==> config.mk <==
export PLATFORM = sky130hd
export DESIGN_NAME = steal_transfer_engine_flat
export DESIGN_NICKNAME = d
export VERILOG_FILES = /design/src/rtl/steal_transfer_engine_if.sv /design/src/rtl/steal_transfer_engine.sv /design/src/flat_wrapper.sv
export SDC_FILE = /design/constraint.sdc
export NUM_CORES = 1
export LEC_CHECK = 0
export CORE_AREA = 8 8 84 86
export DETAILED_ROUTE_END_ITERATION = 16
export DIE_AREA = 0 0 92 94
export PLACE_DENSITY = 0.79
export SKIP_CTS_REPAIR_TIMING = 1
export SYNTH_ARGS = -nofsm -noshare
export SYNTH_HDL_FRONTEND = slang
export SYNTH_SLANG_ARGS = --single-unit
==> constraint.sdc <==
create_clock -name clk -period 2.7 [get_ports clk]
set_clock_uncertainty 0.05 [all_clocks]
set_input_delay 0.81 -clock clk [delete_from_list [all_inputs] [get_ports clk]]
set_output_delay 0.81 -clock clk [all_outputs]
set_load 0.02 [all_outputs]
==> src/rtl/steal_transfer_engine_if.sv <==
// Request, queue pop/push and completion signals between the steal transfer engine and its neighbours.
// master = engine side, slave = steal decision logic plus queue array side.
interface steal_transfer_engine_if #(
   parameter int NUM_PIPELINES = 16,
   parameter int TASK_W        = 32,
   parameter int MAX_BATCH     = 4
);
   localparam int QID_W = $clog2(NUM_PIPELINES);
   localparam int CNT_W = $clog2(MAX_BATCH + 1);

   logic              req_valid;
   logic              req_ready;
   logic [QID_W-1:0]  req_src;
   logic [QID_W-1:0]  req_dst;
   logic [7:0]        req_src_size;

   logic              pop_req;
   logic [QID_W-1:0]  pop_qid;
   logic              pop_ack;
   logic              pop_hit;
   logic [TASK_W-1:0] pop_data;

   logic              push_valid;
   logic [QID_W-1:0]  push_qid;
   logic [TASK_W-1:0] push_data;
   logic              push_ready;

   logic              busy;
   logic              done;
   logic [CNT_W-1:0]  done_count;
   logic [1:0]        done_status;

   modport master (
      input  req_valid, req_src, req_dst, req_src_size,
      input  pop_ack, pop_hit, pop_data, push_ready,
      output req_ready, pop_req, pop_qid, push_valid, push_qid, push_data,
      output busy, done, done_count, done_status
   );

   modport slave (
      output req_valid, req_src, req_dst, req_src_size,
      output pop_ack, pop_hit, pop_data, push_ready,
      input  req_ready, pop_req, pop_qid, push_valid, push_qid, push_data,
      input  busy, done, done_count, done_status
   );
endinterface

==> src/rtl/steal_transfer_engine.sv <==
// Moves up to MAX_BATCH tasks from a victim queue to an idle queue, one pop/push pair per 2 cycles.
// Pop and push wait indefinitely on the queues; `define STEAL_TIMEOUT_EN adds a pop-ack watchdog (status 11).
module steal_transfer_engine #(
   parameter int NUM_PIPELINES = 16,
   parameter int TASK_W        = 32,
   parameter int MAX_BATCH     = 4,
   parameter int TIMEOUT_CYC   = 64
) (
   input  logic                    clk,
   input  logic                    rst,
   steal_transfer_engine_if.master bus
);
   localparam int QID_W = $clog2(NUM_PIPELINES);
   localparam int CNT_W = $clog2(MAX_BATCH + 1);

   localparam logic [1:0] ST_FULL   = 2'b00;
   localparam logic [1:0] ST_SHORT  = 2'b01;
   localparam logic [1:0] ST_REJECT = 2'b10;

   typedef enum logic [1:0] {IDLE, POP, PUSH, DONE} state_t;

   state_t            state, state_nxt;
   logic [QID_W-1:0]  src, src_nxt;
   logic [QID_W-1:0]  dst, dst_nxt;
   logic [CNT_W-1:0]  batch, batch_nxt;
   logic [CNT_W-1:0]  moved, moved_nxt;
   logic [CNT_W-1:0]  moved_inc;
   logic [CNT_W-1:0]  dcount, dcount_nxt;
   logic [1:0]        dstatus, dstatus_nxt;
   logic [TASK_W-1:0] buffer, buffer_nxt;
   logic [7:0]        half_size;
   logic [7:0]        batch_w;

`ifdef STEAL_TIMEOUT_EN
   localparam int         TMO_W      = $clog2(TIMEOUT_CYC + 1);
   localparam logic [1:0] ST_TIMEOUT = 2'b11;
   logic [TMO_W-1:0] tmo_cnt, tmo_cnt_nxt;
   logic             tmo_hit;

   // Counter is zero whenever POP is entered; the last waiting cycle is the TIMEOUT_CYC-th pop_req cycle.
   assign tmo_hit     = (state == POP) && !bus.pop_ack && (tmo_cnt == TMO_W'(TIMEOUT_CYC - 1));
   assign tmo_cnt_nxt = ((state == POP) && !bus.pop_ack) ? tmo_cnt + TMO_W'(1) : '0;

   always_ff @(posedge clk or posedge rst) begin
      if (rst) tmo_cnt <= '0;
      else     tmo_cnt <= tmo_cnt_nxt;
   end
`endif

   // Batch size is clamped at 8 bits before truncation so oversized victims never wrap to a small batch.
   assign half_size = bus.req_src_size >> 1;
   assign batch_w   = (half_size < 8'(MAX_BATCH)) ? half_size : 8'(MAX_BATCH);
   assign moved_inc = moved + CNT_W'(1);

   always_comb begin
      state_nxt   = state;
      src_nxt     = src;
      dst_nxt     = dst;
      batch_nxt   = batch;
      moved_nxt   = moved;
      dcount_nxt  = dcount;
      dstatus_nxt = dstatus;
      buffer_nxt  = buffer;
      case (state)
         IDLE: begin
            if (bus.req_valid) begin
               src_nxt   = bus.req_src;
               dst_nxt   = bus.req_dst;
               batch_nxt = CNT_W'(batch_w);
               moved_nxt = '0;
               if ((batch_w == 8'd0) || (bus.req_src == bus.req_dst)) begin
                  state_nxt   = DONE;
                  dcount_nxt  = '0;
                  dstatus_nxt = ST_REJECT;
               end else begin
                  state_nxt = POP;
               end
            end
         end
         POP: begin
`ifdef STEAL_TIMEOUT_EN
            if (tmo_hit) begin
               state_nxt   = DONE;
               dcount_nxt  = moved;
               dstatus_nxt = ST_TIMEOUT;
            end else
`endif
            if (bus.pop_ack) begin
               if (bus.pop_hit) begin
                  buffer_nxt = bus.pop_data;
                  state_nxt  = PUSH;
               end else begin
                  state_nxt   = DONE;
                  dcount_nxt  = moved;
                  dstatus_nxt = ST_SHORT;
               end
            end
         end
         PUSH: begin
            if (bus.push_ready) begin
               moved_nxt = moved_inc;
               if (moved_inc == batch) begin
                  state_nxt   = DONE;
                  dcount_nxt  = moved_inc;
                  dstatus_nxt = ST_FULL;
               end else begin
                  state_nxt = POP;
               end
            end
         end
         DONE:    state_nxt = IDLE;
         default: state_nxt = IDLE;
      endcase
   end

   always_ff @(posedge clk or posedge rst) begin
      if (rst) begin
         state   <= IDLE;
         src     <= '0;
         dst     <= '0;
         batch   <= '0;
         moved   <= '0;
         dcount  <= '0;
         dstatus <= '0;
         buffer  <= '0;
      end else begin
         state   <= state_nxt;
         src     <= src_nxt;
         dst     <= dst_nxt;
         batch   <= batch_nxt;
         moved   <= moved_nxt;
         dcount  <= dcount_nxt;
         dstatus <= dstatus_nxt;
         buffer  <= buffer_nxt;
      end
   end

   // All queue-facing outputs decode from registered state only, so acks never loop back combinationally.
   assign bus.req_ready   = (state == IDLE);
   assign bus.busy        = (state != IDLE);
   assign bus.pop_req     = (state == POP);
   assign bus.pop_qid     = src;
   assign bus.push_valid  = (state == PUSH);
   assign bus.push_qid    = dst;
   assign bus.push_data   = buffer;
   assign bus.done        = (state == DONE);
   assign bus.done_count  = dcount;
   assign bus.done_status = dstatus;
endmodule

==> src/flat_wrapper.sv <==
// flat-port wrapper written by rule: the top's interface ports become plain ports
module steal_transfer_engine_flat 
#(
   parameter int NUM_PIPELINES = 16,
   parameter int TASK_W        = 32,
   parameter int MAX_BATCH     = 4,
   parameter int TIMEOUT_CYC   = 64
)
  (clk, rst, bus_req_valid, bus_req_src, bus_req_dst, bus_req_src_size, bus_pop_ack, bus_pop_hit, bus_pop_data, bus_push_ready, bus_req_ready, bus_pop_req, bus_pop_qid, bus_push_valid, bus_push_qid, bus_push_data, bus_busy, bus_done, bus_done_count, bus_done_status);
  steal_transfer_engine_if #(.NUM_PIPELINES(NUM_PIPELINES), .TASK_W(TASK_W), .MAX_BATCH(MAX_BATCH)) bus_i ();
  input  logic clk;
  input  logic rst;
  input wire logic [$bits(bus_i.req_valid)-1:0] bus_req_valid;
  input wire logic [$bits(bus_i.req_src)-1:0] bus_req_src;
  input wire logic [$bits(bus_i.req_dst)-1:0] bus_req_dst;
  input wire logic [$bits(bus_i.req_src_size)-1:0] bus_req_src_size;
  input wire logic [$bits(bus_i.pop_ack)-1:0] bus_pop_ack;
  input wire logic [$bits(bus_i.pop_hit)-1:0] bus_pop_hit;
  input wire logic [$bits(bus_i.pop_data)-1:0] bus_pop_data;
  input wire logic [$bits(bus_i.push_ready)-1:0] bus_push_ready;
  output wire logic [$bits(bus_i.req_ready)-1:0] bus_req_ready;
  output wire logic [$bits(bus_i.pop_req)-1:0] bus_pop_req;
  output wire logic [$bits(bus_i.pop_qid)-1:0] bus_pop_qid;
  output wire logic [$bits(bus_i.push_valid)-1:0] bus_push_valid;
  output wire logic [$bits(bus_i.push_qid)-1:0] bus_push_qid;
  output wire logic [$bits(bus_i.push_data)-1:0] bus_push_data;
  output wire logic [$bits(bus_i.busy)-1:0] bus_busy;
  output wire logic [$bits(bus_i.done)-1:0] bus_done;
  output wire logic [$bits(bus_i.done_count)-1:0] bus_done_count;
  output wire logic [$bits(bus_i.done_status)-1:0] bus_done_status;
  assign bus_i.req_valid = bus_req_valid;
  assign bus_i.req_src = bus_req_src;
  assign bus_i.req_dst = bus_req_dst;
  assign bus_i.req_src_size = bus_req_src_size;
  assign bus_i.pop_ack = bus_pop_ack;
  assign bus_i.pop_hit = bus_pop_hit;
  assign bus_i.pop_data = bus_pop_data;
  assign bus_i.push_ready = bus_push_ready;
  assign bus_req_ready = bus_i.req_ready;
  assign bus_pop_req = bus_i.pop_req;
  assign bus_pop_qid = bus_i.pop_qid;
  assign bus_push_valid = bus_i.push_valid;
  assign bus_push_qid = bus_i.push_qid;
  assign bus_push_data = bus_i.push_data;
  assign bus_busy = bus_i.busy;
  assign bus_done = bus_i.done;
  assign bus_done_count = bus_i.done_count;
  assign bus_done_status = bus_i.done_status;
  steal_transfer_engine #(.NUM_PIPELINES(NUM_PIPELINES), .TASK_W(TASK_W), .MAX_BATCH(MAX_BATCH), .TIMEOUT_CYC(TIMEOUT_CYC)) u_core (.clk(clk), .rst(rst), .bus(bus_i));
endmodule
==> results of run 1 <==
-- power groups by stage --
stage	registers [mW]	clock network [mW]	logic, mW
final	1.36	0.444	2.31
after CTS	1.37	0.469	2.35
after global placement	1.36	0	2.31
after detailed placement	1.38	0	2.35
after floorplan	1.78	0	0.851
after global routing	1.41	0.496	2.48
-- worst reg2reg max path, stage by stage, from the launching register on --
cell and delay, ns:
dfrtp_1 0.43, inv_1 0.09, ha_1 0.27, buf_4 0.17, nor2b_1 0.17, a221oi_2 0.23, nand2_1 0.14, nor3_4 0.24
mux2_4 0.33
-- cells in the mapped netlist --
master	instances	area share
a211oi_1	1	0.0032
a21oi_1	4	0.0085
a221oi_2	1	0.0064
a22o_1	1	0.0037
a22oi_1	1	0.0032
buf_1	1	0.0016
clkbuf_1	5	0.0080
dfrtp_1	53	0.57
ha_1	5	0.027
inv_1	9	0.014
mux2_2	41	0.20
mux2_4	3	0.019
mux2i_1	2	0.0085
nand2_1	11	0.018
nand2b_1	3	0.0080
nand3_1	5	0.011
nand4_1	2	0.0053
nor2_1	3	0.0048
nor2b_1	2	0.0053
nor3_1	2	0.0043
nor3_2	1	0.0043
nor3_4	1	0.0069
o21ai_0	7	0.015
o22ai_1	1	0.0027
o2bb2ai_1	1	0.0037
o311a_1	1	0.0043
o311ai_0	1	0.0037
o31a_1	1	0.0037
xnor2_1	6	0.022
xnor2_2	1	0.0069
xor2_1	1	0.0037
-- cells by family after synthesis --
family,count (synthesis),synth area share
AOI/OAI and AO/OA,20,0.05820
muxes,46,0.2248
adders and majority gates,5,0.02670
buffers and inverters,15,0.02402
DFF,53,0.5659
and+or+nand+nor,30,0.06727
xor gates and xnor gates,8,0.03310
-- state kept, by name (all words and copies together) (netlist names) --
name                    flops
u_core.batch                3
u_core.bus.done_count       3
u_core.bus.done_status      2
u_core.bus.pop_qid          4
u_core.bus.push_data       32
u_core.bus.push_qid         4
u_core.moved                3
u_core.state                2
-- worst max-delay path by stage --
stage,end,slack [ns],cells after the start
3_5_place_dp,u_core.bus.done_status[0]$_DFFE_PP0P_,-0.02,6
2_1_floorplan,u_core.bus.done_count[0]$_DFFE_PP0P_,0.45,5
5_1_grt,bus_req_ready,0.03,3
6_report,bus_req_ready,0.10,3
3_3_place_gp,u_core.bus.done_count[0]$_DFFE_PP0P_,-0.03,6
4_1_cts,bus_busy,-0.03,4
-- area by class of cell --
| class | count | area [µm²] | area share |
|---|---|---|---|
| flip-flops and latches | 53 | 1326 | 0.3669 |
| clock buffers | 5 | 68.82 | 0.01904 |
| clock inverters | 3 | 22.52 | 0.006231 |
| multi-input cells | 109 | 960.9 | 0.2658 |
| repair buffers | 110 | 1109 | 0.3067 |
| inverters | 9 | 33.78 | 0.009346 |
| well taps | 75 | 93.84 | 0.02596 |
-- stage by stage --
step | area, µm² | hold WS, ns
4_1_cts | 3612 | 0.4647
2_1_floorplan | 2344 | 0.4189
3_5_place_dp | 3521 | 0.4420
3_3_place_gp | 3521 | 0.4361
5_1_grt | 3615 | 0.4726
6_report | 3615 | 0.4609
-- metal layers --
| metal | global-route usage | routed length, µm | vias to the layer above |
|---|---|---|---|
| met5 | 0 | 0 | - |
| met4 | 0.05101 | 101 | 0 |
| met3 | 0.05196 | 479 | 9 |
| met2 | 0.2271 | 2902 | 63 |
| met1 | 0.1411 | 2247 | 819 |
| li1 | - | - | 842 |
==> results.md, run 1 <==
- Wirelength per Cell: 15.74 µm
- Sequential share of the synthesized area: 0.5659
- Final Wtd Congestion: 0.8329
- Sequence of cells on the critical path: inv_1, ha_1, clkdlybuf4s50_1
- Die width: 92 µm
- Synth warnings: 0
- Peak supply drop: 0.5870 mV
- Synth Area per Inst: 13.24 µm²
- P_sw: 1.546 mW
- Initial DRC Count: 58
- Post-layout nets: 347
- Setup Crit Path Kind: reg2out
- Antenna violations before repair: 0
- Crit path capture type: output pin
- Clock transition at path regs: 0.10 ns
- Die span in y: 94 µm
- Syn_nets: 236
- RSZ-0062 raised after global routing: no
- FMAX: 384.7 MHz
- CTS sink cnt: 53
- Least-Margin Pin Slew: 0.4636 ns
- CP arrival: 1.74 ns
- Non-filler cells, final: 364
- Final worst setup slack: 0.1005 ns
- Area Growth Syn to Fin: 54.24%
- Cell Pwr Density: 1139 mW/mm²
- ANT cells: 0
- Sequential Power Share: 0.331
- Core ar.: 0.005746 mm²
- WL final: 5.730 mm
- RR Endpoint: u_core.bus.done_status[0]$_DFFE_PP0P_
- Max clock buf depth: 2
- Worst Path Buf+Inv: 2
- Post-DP HPWL: 4.530 mm
- CP delay by family, top: buffers and inverters
- Pint: 2.572 mW
- Final setup TNS: 0 ns
- Proportion of layout cells with a drive suffix above 1: 0.2249
- Most frequent cells in the layout: clkdlybuf4s50_1, dfrtp_1, mux2_2
- Initial Util: 0.4079
- Vias in the first global route: 1,893
- Max-Cap Viols: 0
- Most common cell after layout, fill and taps aside: clkdlybuf4s50_1
- Critical path origin: u_core.state[0]$_DFFE_PP0P_
- CTS buffer count: 5
- DP Cell Count: 356
- Final Critical Period: 2.600 ns
- Worst path required time: 1.84 ns
- Leakage power: 1.517 nW
- Status: finished, final reports clean
- Worst-path maximum fanout: 6
- Vias per cell: 4.761
- Rel. slew slack: 0.6902
- Reg2reg setup slack: 0.47 ns
- Final Util: 0.6291
- Clock Latency Late Sink: 0.30 ns
- WHS Path Cells: 1
- #FFs+latches synth: 53
- Port buffer count: 102
- Mapped cell area: 0.002343 mm²
- TritonCTS clock tree: yes
- Worst hold path class: reg2reg
- Final setup fails: 0
- First-pass GRT wire length: 9.114 mm
- Hold Path End: u_core.bus.push_data[15]$_DFFE_PP0P_
- Overall routing resource usage: 0.1312
- Sw frac: 0.3755
- CP max stage delay: 0.64 ns
- Hold Path Origin: u_core.bus.push_data[15]$_DFFE_PP0P_
- Power, Total: 4.119 mW
- Row count: 28
- Critical path's slowest cell: clkdlybuf4s50_1
- Post-route ant nets: 0
- Largest net degree at the start of global routing: 54
- Via Count: 1,733
- Io pins: 104
- Post-synthesis cell type count: 31
- Reg2reg path depth: 8
- Fill cells: 487
- Dpl ws: -0.02308 ns
- Final Hold Viols: 0
- First-pass DRT Iterations: 4
- Clock Power Share: 0.108
- Gate Count Post-Synth: 177
- Max Slew Vio Count: 0
- Reg2reg start: u_core.state[0]$_DFFE_PP0P_
- Period utilization: 0.9628
- DRC Markers: 0
- Die area: 0.008648 mm²
- # H-tree levels: 2
- Total grt overflow: 0
- Clk root buf: clkbuf_8
- CP Launch Type: flip-flop
- Combinational power share: 0.562
(Power assumes the default switching activity.)
==> run 2, diff against run 1 <==
CORE_AREA = 8 8 88 82   (was 8 8 84 86)
DIE_AREA = 0 0 96 90   (was 0 0 92 94)
==> results.md, run 2 (synthesis results as in run 1) <==
- Max clock buf depth: 2
- Largest net degree at the start of global routing: 54
- CTS sink cnt: 53
- Total grt overflow: 0
- Die span in y: 90 µm
- Fill cells: 481
- Via Count: 1,744
- Period utilization: 0.9330
- CP delay by family, top: buffers and inverters
- Max reg flops: 32
- DP Cell Count: 354
- Port buffer count: 102
- Die area: 0.008640 mm²
- Worst Path Buf+Inv: 2
- Vias per cell: 4.818
- DRC Markers: 0
- First-pass GRT wire length: 9.342 mm
- Sequence of cells on the critical path: inv_1, ha_1, clkdlybuf4s50_1
- Initial Util: 0.4010
- Die width: 96 µm
- Row count: 27
- Final Hold Viols: 0
- Post-layout nets: 348
- Wirelength per Cell: 15.78 µm
- Max Slew Vio Count: 0
- Worst path required time: 1.84 ns
- Vias in the first global route: 1,855
- Post-DP HPWL: 4.422 mm
- Rel. slew slack: 0.6621
- Worst hold path class: reg2reg
- Initial DRC Count: 54
- Most frequent cells in the layout: clkdlybuf4s50_1, dfrtp_1, mux2_2
- CTS buffer count: 5
- First-pass DRT Iterations: 4
- Most common cell after layout, fill and taps aside: clkdlybuf4s50_1
- Area Growth Syn to Fin: 55.47%
- Placed cell area: 0.003525 mm²
- ANT cells: 0
- Fin area: 0.003643 mm²
- Final Wtd Congestion: 0.8544
- CP arrival: 1.66 ns
- Final setup fails: 0
- Core ar.: 0.005844 mm²
- # H-tree levels: 2
- Peak supply drop: 0.5466 mV
- Clk root buf: clkbuf_8
- Crit path capture type: output pin
- TritonCTS clock tree: yes
- Final Util: 0.6234
- Clock Latency Late Sink: 0.30 ns
- Least-Margin Pin Slew: 0.5057 ns
- Clock transition at path regs: 0.09 ns
- Overall routing resource usage: 0.1351
- Final Critical Period: 2.519 ns
- Status: finished, final reports clean
- Post-route ant nets: 0
- Setup Crit Path Kind: reg2out
- Cell Pwr Density: 1158 mW/mm²
- Leakage power: 1.541 nW
- Max-Cap Viols: 0
- Io pins: 104
- CP Launch Type: flip-flop
- FMAX: 397.0 MHz
- Critical path's slowest cell: clkdlybuf4s50_1
- RSZ-0062 raised after global routing: no
- Non-filler cells, final: 362
- CP max stage delay: 0.61 ns
- WL final: 5.711 mm
- Worst-path maximum fanout: 6
- Antenna violations before repair: 0
- Proportion of layout cells with a drive suffix above 1: 0.2276
==> run 2: final timing paths <==
check	from	end	slack, ns	cells after the start
min in group asynchronous	rst	u_core.bus.done_status[1]$_DFFE_PP0P_	0.82	3
hold reg to reg	u_core.batch[1]$_DFFE_PP0P_	u_core.batch[1]$_DFFE_PP0P_	0.46	2
max in group asynchronous	rst	u_core.batch[1]$_DFFE_PP0P_	1.55	3
setup reg to reg	u_core.moved[0]$_DFFE_PP0P_	u_core.bus.done_status[0]$_DFFE_PP0P_	0.50	6
setup / recovery	u_core.state[0]$_DFFE_PP0P_	bus_push_valid	0.18	3
hold / removal	u_core.batch[1]$_DFFE_PP0P_	u_core.batch[1]$_DFFE_PP0P_	0.46	2
==> run 2: worst reg2reg max path: cells and delay by family, from the launching register on <==
| family | cells | cell delay (ns) |
|---|---|---|
| xor+xnor | 2 | 0.31 |
| compound gates | 1 | 0.35 |
| fa+ha+maj | 1 | 0.28 |
| flops | 1 | 0.47 |
| simple gates | 1 | 0.30 |
| mux | 1 | 0.33 |
==> run 2: cell type report <==
type | instances | area (µm²) | area share
repair buffers | 111 | 1119 | 0.3070
inverters | 9 | 33.78 | 0.009272
well taps | 72 | 90.09 | 0.02473
clock inverters | 2 | 38.79 | 0.01065
flip-flops and latches | 53 | 1326 | 0.3640
multi-input cells | 109 | 963.4 | 0.2644
clock buffers | 6 | 72.57 | 0.01992
==> run 2: power by group <==
part	internal (mW)	leakage (nW)	switching, mW
logic	1.22	0.844	1.09
registers	1.16	0.642	0.205
clock network	0.279	0.0554	0.262
==> run 2: per-layer routing <==
metal / GRT usage / share of wire / wire length [µm]
met5: 0 / 0 / 0
met4: 0.03329 / 0.013 / 72
met3: 0.06484 / 0.11 / 615
met2: 0.2100 / 0.48 / 2728
met1: 0.1622 / 0.40 / 2294
==> run 2: per-stage QoR <==
stage          TNS (ns)  total power [mW]  setup WS (ns)  hold WS (ns)
2_1_floorplan         0             2.629         0.4506        0.4189
3_3_place_gp   -0.07883             3.658       -0.02651        0.4361
3_5_place_dp    -0.3311             3.723       -0.07669        0.4402
4_1_cts         -0.1370             4.272        -0.1041        0.4623
5_1_grt               0             4.485        0.09789        0.4828
6_report              0             4.220         0.1808        0.4562
